==> src/rtl/id_branch_resolve.sv <==
// ID-stage beq/bne resolution with a two-state stall FSM covering load-use and ALU-use branch hazards.
// Define BRANCH_STATS_EN to add saturating branch/taken/stall-cycle counters.
module id_branch_resolve #(
  parameter int DW = 32
) (
  input  logic          clk,
  input  logic          rst_n,
  input  logic          id_valid,
  input  logic          id_is_branch,
  input  logic          id_branch_ne,
  input  logic [4:0]    id_rs,
  input  logic [4:0]    id_rt,
  input  logic [DW-1:0] rs_data,
  input  logic [DW-1:0] rt_data,
  input  logic [DW-1:0] id_pc_plus4,
  input  logic [15:0]   id_imm,
  input  logic [DW-1:0] ex2mem_alu_result,
  input  logic          fw_rs,
  input  logic          fw_rt,
  input  logic          id2ex_regWrite,
  input  logic          id2ex_memRead,
  input  logic [4:0]    id2ex_writeRegister,
  input  logic          ex2mem_memRead,
  input  logic [4:0]    ex2mem_writeRegister,
  output logic          pc_write,
  output logic          if2id_write,
  output logic          id2ex_bubble,
  output logic          pc_src,
  output logic [DW-1:0] branch_target,
  output logic          if2id_flush
`ifdef BRANCH_STATS_EN
  ,
  output logic [31:0]   stat_branches,
  output logic [31:0]   stat_taken,
  output logic [31:0]   stat_stall_cycles
`endif
);

  typedef enum logic [0:0] {
    IDLE = 1'b0,
    HOLD = 1'b1
  } state_t;

  state_t        state, nextState;
  logic [DW-1:0] opA, opB, immExt;
  logic          br, eq, hazH2, hazH1a, hazH1b, stall;

  function automatic logic usesReg(input logic [4:0] r, input logic [4:0] rs,
                                   input logic [4:0] rt);
    return (r != 5'd0) && ((r == rs) || (r == rt));
  endfunction

  // NOTE: every always_comb output gets a default first so no path can infer a latch.
  always_comb begin
    opA           = fw_rs ? ex2mem_alu_result : rs_data;
    opB           = fw_rt ? ex2mem_alu_result : rt_data;
    eq            = (opA == opB);
    br            = id_valid & id_is_branch;
    immExt        = {{(DW-16){id_imm[15]}}, id_imm};
    branch_target = id_pc_plus4 + (immExt << 2);

    hazH2  = br & id2ex_memRead & usesReg(id2ex_writeRegister, id_rs, id_rt);
    hazH1a = br & id2ex_regWrite & ~id2ex_memRead
           & usesReg(id2ex_writeRegister, id_rs, id_rt);
    hazH1b = br & ex2mem_memRead & usesReg(ex2mem_writeRegister, id_rs, id_rt);
  end

  // Single-cycle hazards simply hold in IDLE; the producer advances and the check re-fires.
  always_comb begin
    nextState = IDLE;
    stall     = 1'b0;
    unique case (state)
      IDLE: begin
        stall = hazH2 | hazH1a | hazH1b;
        if (hazH2) nextState = HOLD;
      end
      HOLD: begin
        stall     = 1'b1;
        nextState = IDLE;
      end
      default: begin
        stall     = 1'b0;
        nextState = IDLE;
      end
    endcase
    if (!id_valid) nextState = IDLE;

    pc_write     = ~stall;
    if2id_write  = ~stall;
    id2ex_bubble = stall;
    pc_src       = br & ~stall & (eq ^ id_branch_ne);
    if2id_flush  = pc_src;
  end

  // NOTE: sequential state uses non-blocking assignments so all flops update from pre-edge values.
  always_ff @(posedge clk or negedge rst_n) begin
    if (!rst_n) state <= IDLE;
    else        state <= nextState;
  end

`ifdef BRANCH_STATS_EN
  always_ff @(posedge clk or negedge rst_n) begin
    if (!rst_n) begin
      stat_branches     <= '0;
      stat_taken        <= '0;
      stat_stall_cycles <= '0;
    end else begin
      if (br && !stall && (stat_branches != '1))  stat_branches     <= stat_branches + 32'd1;
      if (pc_src && (stat_taken != '1))           stat_taken        <= stat_taken + 32'd1;
      if (stall && (stat_stall_cycles != '1))     stat_stall_cycles <= stat_stall_cycles + 32'd1;
    end
  end
`endif

endmodule
==> config.mk <==
export PLATFORM = sky130hd
export DESIGN_NAME = id_branch_resolve
export DESIGN_NICKNAME = d
export VERILOG_FILES = /design/src/rtl/id_branch_resolve.sv
export SDC_FILE = /design/constraint.sdc
export NUM_CORES = 1
export LEC_CHECK = 0
export ABC_AREA = 0
export CORE_MARGIN = 2
export CORE_UTILIZATION = 25
export DETAILED_ROUTE_END_ITERATION = 7
export GPL_ROUTABILITY_DRIVEN = 0
export PLACE_DENSITY = 0.68
export SKIP_CTS_REPAIR_TIMING = 1
export SYNTH_ARGS = -nofsm -noshare
export SYNTH_HDL_FRONTEND = slang
export SYNTH_SLANG_ARGS = --single-unit
==> constraint.sdc <==
create_clock -name clk -period 5.9 [get_ports clk]
set_input_delay 1.18 -clock clk [delete_from_list [all_inputs] [get_ports clk]]
set_output_delay 1.18 -clock clk [all_outputs]
set_load 0.02 [all_outputs]
==> metrics <==
CP max stage delay=0.62 ns; number of antenna-violating nets in the routed design=0; count of routing violations after the opening detailed-route iteration=around 170; Power Total=around 0.00057 W; register clock-pin slew on the reported worst setup and hold paths=0 ns; number of distinct standard cells referenced by the synthesized netlist=49; post-route design area=between 5000 and 6000 um^2; maximum clock skew at final layout=0 ns; leakage power of the design=2.044 nW; sequential share of power=1.2%; Netlist Area Pre-Place=3048 um^2; Setup Viol. Count Final=0; # port buffers=206; outcome=complete, no violations; Critical Setup Path Class=input port to primary output; sort of element at the start of the critical path=input port; placeable core region=11960 um^2; starting density of the core=25.48%; number of hold violations in the final report=0; Seq cells post-synth=1; clock latency on the worst-skew pair=0 ns; most instantiated flip-flop cell in the synthesis netlist=sky130_fd_sc_hd__dfrtp_1; share of layout cells above drive strength 1=1.631%; Total Nets Final=819; CP max-delay cell=sky130_fd_sc_hd__clkdlybuf4s50_1; number of global-route vias before repair=3811; Routed WL=11.08 mm; floorplan die width=114.4 um; compound-cell area share of the yosys netlist=22.50%; aggregate global-route resource usage=15.73%; class of the worst hold path=flop to flop; Largest regs=state (1); cell taking the most area after synthesis=sky130_fd_sc_hd__xor2_1; share of the synthesized netlist area taken by xor and xnor gates=37.64%; area added between synthesis and finish=72.21%; number of iterations in the first detailed-routing pass=4; count of mapped cells out of synthesis=about 420; total number of vias=3767; multiplexer fraction of the synthesized cell area=2.956%; unrepaired setup endpoints after global routing=false; required time reported for the critical path endpoint=4.72 ns; maximum operating frequency=0.1783 GHz; worst supply voltage drop on vdd=33.61 uV; r2r endpoint=state; floorplan die height=114.4 um; Avg Vias per Cell=4.957; setup total negative slack=0 ns; Post-Syn Nets=between 600 and 700; slew margin rel.=71.72%; hold path endpoint=state; R2R Setup Slk=roughly 5.3 ns; Hold Path Origin=state; simple-gate share of the synthesized area=20.07%; post-detailed-placement cell area=5249 um^2; maximum fanout along the worst path=4; core occupancy in the finished layout=43.88%; Placement Rows=40; register bank with the most flops=state; dpl hpwl=about 10 mm; number of buffer and inverter stages on the critical path=3; power density over cell area=108.6 nW/um^2; post-layout min period=roughly 5.6 ns; gate family responsible for the most delay along the worst path=compound AO/OA/AOI/OAI gates; post-synthesis adder-cell area fraction=12.56%; part of the power in the clock network=0%; worst-path cell chain=clkdlybuf4s50_1, ha_1, inv_1, fa_1, nor2b_1, o21ai_1, o21ai_1, a31oi_1, o21ai_1, a21oi_1, o31a_1, xnor2_1, clkdlybuf4s50_1; sequential-to-total area share from yosys stat=less than 1%; final period utilization=between 90 and 100%; max cap viols=0; area fraction of the dominant cell type after synthesis=19.54%; EDFF count, synth=0; share of async-settable or async-resettable flops after synthesis=100.0%; depth of the worst hold-timing path=1; count of warnings emitted by yosys=0; largest net degree at the start of global routing=14; Mapped Avg Cell Area=7.327 um^2; die area=13090 um^2; Synth area leaders=sky130_fd_sc_hd__xor2_1 20%, sky130_fd_sc_hd__xnor2_1 18%, sky130_fd_sc_hd__ha_1 12%; fin. max-slew vios=0; remaining global-route overflow=0; internal cell power=0.0003058 W; Least-Margin Pin Slew=0.4209 ns; number of flip-flops in the largest register=1; count of pins on the block boundary=211; Critical Path Start=id_pc_plus4[2]; first-pass GRT wire length=roughly 17 mm; initial antenna violation count=0; cell type with the highest occurrence count on the critical path=sky130_fd_sc_hd__o21ai_1; routed length per placed instance=14.58 um; net switching power=0.0002642 W; part of the power in combinational logic=98.8%; Antenna diodes=0; switching share of power=46.34%; RR Startpoint=state; CP endpoint kind=primary output; depth of the worst register-to-register path=1; post-route DRC violation count=0; signal arrival time at the worst endpoint=4.43 ns; dominant combinational cell family by area after synthesis=XOR/XNOR gates
## cell families (layout without fill, tap and decap cells)
logic type | after synthesis | count (layout)
compound gates | 106 | 106
xor+xnor | 131 | 131
fa+ha+maj | 30 | 30
buf+inv | 22 | 219
flops | 1 | 1
mux | 9 | 9
simple gates | 117 | 117
## routing by layer
layer / track usage (%) / vias to the layer above / part of all wire, %
met3: 1.906 / 20 / 5.6
met4: 3.902 / 0 / 2.5
li1: - / 1913 / -
met2: 29.66 / 136 / 51
met1: 18.72 / 1698 / 41
met5: 0 / - / 0
## power by group through the flow
| stage | registers, W | clock network, W | logic (W) |
|---|---|---|---|
| after floorplan | 0.00000708 | 0 | 0.000288 |
| after global placement | 0.00000708 | 0 | 0.000557 |
| after detailed placement | 0.00000708 | 0 | 0.000562 |
| after CTS | 0.00000708 | 0 | 0.000565 |
| after global routing | 0.00000710 | 0 | 0.000606 |
| final | 0.00000709 | 0 | 0.000563 |
## synthesized netlist by cell type, types with 8 or more instances
master,instances
sky130_fd_sc_hd__mux2i_1,9
sky130_fd_sc_hd__nor2b_1,9
sky130_fd_sc_hd__a21oi_1,33
sky130_fd_sc_hd__xor2_1,68
sky130_fd_sc_hd__nor2_1,23
sky130_fd_sc_hd__nand2_1,25
sky130_fd_sc_hd__nor4_1,8
sky130_fd_sc_hd__nor3_1,9
sky130_fd_sc_hd__ha_1,29
sky130_fd_sc_hd__xnor2_1,63
sky130_fd_sc_hd__nand4_1,13
sky130_fd_sc_hd__a21o_1,13
sky130_fd_sc_hd__inv_1,10
sky130_fd_sc_hd__o21ai_0,13
sky130_fd_sc_hd__nand3_1,11
## cells in the final DEF (no fill, tap or decap), types with 2 or more instances in the layout
cell                              Yosys  routed
sky130_fd_sc_hd__a211oi_1             5       5
sky130_fd_sc_hd__a21o_1              13      13
sky130_fd_sc_hd__a21oi_1             33      33
sky130_fd_sc_hd__a31o_2               2       2
sky130_fd_sc_hd__a31oi_1              6       6
sky130_fd_sc_hd__a41o_1               2       2
sky130_fd_sc_hd__and3_1               3       3
sky130_fd_sc_hd__buf_4                5       3
sky130_fd_sc_hd__clkdlybuf4s50_1      0     206
sky130_fd_sc_hd__ha_1                29      29
sky130_fd_sc_hd__inv_1               10      10
sky130_fd_sc_hd__mux2i_1              9       9
sky130_fd_sc_hd__nand2_1             25      25
sky130_fd_sc_hd__nand2b_1             6       6
sky130_fd_sc_hd__nand3_1             11      11
sky130_fd_sc_hd__nand4_1             13      13
sky130_fd_sc_hd__nor2_1              23      23
sky130_fd_sc_hd__nor2b_1              9       9
sky130_fd_sc_hd__nor3_1               9       9
sky130_fd_sc_hd__nor3b_1              2       2
sky130_fd_sc_hd__nor4_1               8       8
sky130_fd_sc_hd__nor4_2               2       2
sky130_fd_sc_hd__o2111ai_1            2       2
sky130_fd_sc_hd__o211ai_1             4       4
sky130_fd_sc_hd__o21a_1               3       3
sky130_fd_sc_hd__o21ai_0             13      13
sky130_fd_sc_hd__o21ai_1              6       6
sky130_fd_sc_hd__o22ai_1              4       4
sky130_fd_sc_hd__o31ai_1              2       2
sky130_fd_sc_hd__or4_1                3       3
sky130_fd_sc_hd__xnor2_1             63      63
sky130_fd_sc_hd__xor2_1              68      68
## stage by stage
step,hold slack (ns),setup WS (ns),cells
floorplan,0.4102,1.418,416
global placement,0.4259,0.3773,760
detailed placement,0.4255,0.2895,760
CTS,0.4279,0.2789,760
global route,0.4639,0.1099,760
finish,0.4303,0.2904,760
## final cells by class
type,instances,area [um^2]
inverter,10,37.54
tap,147,183.9
sequential,1,25.02
multi-input combinational,393,2918
fill,1189,6713
timing repair buffer,209,2085
## worst max-delay path by stage
| stage | to | slack [ns] | depth (start not counted) |
|---|---|---|---|
| CTS | branch_target[26] | 0.28 | 13 |
| detailed placement | branch_target[26] | 0.29 | 13 |
| global placement | branch_target[26] | 0.38 | 13 |
| global route | branch_target[26] | 0.11 | 13 |
| finish | branch_target[26] | 0.29 | 13 |
| floorplan | pc_src | 1.42 | 7 |
No activity file was read; power rests on OpenSTA's default activity.
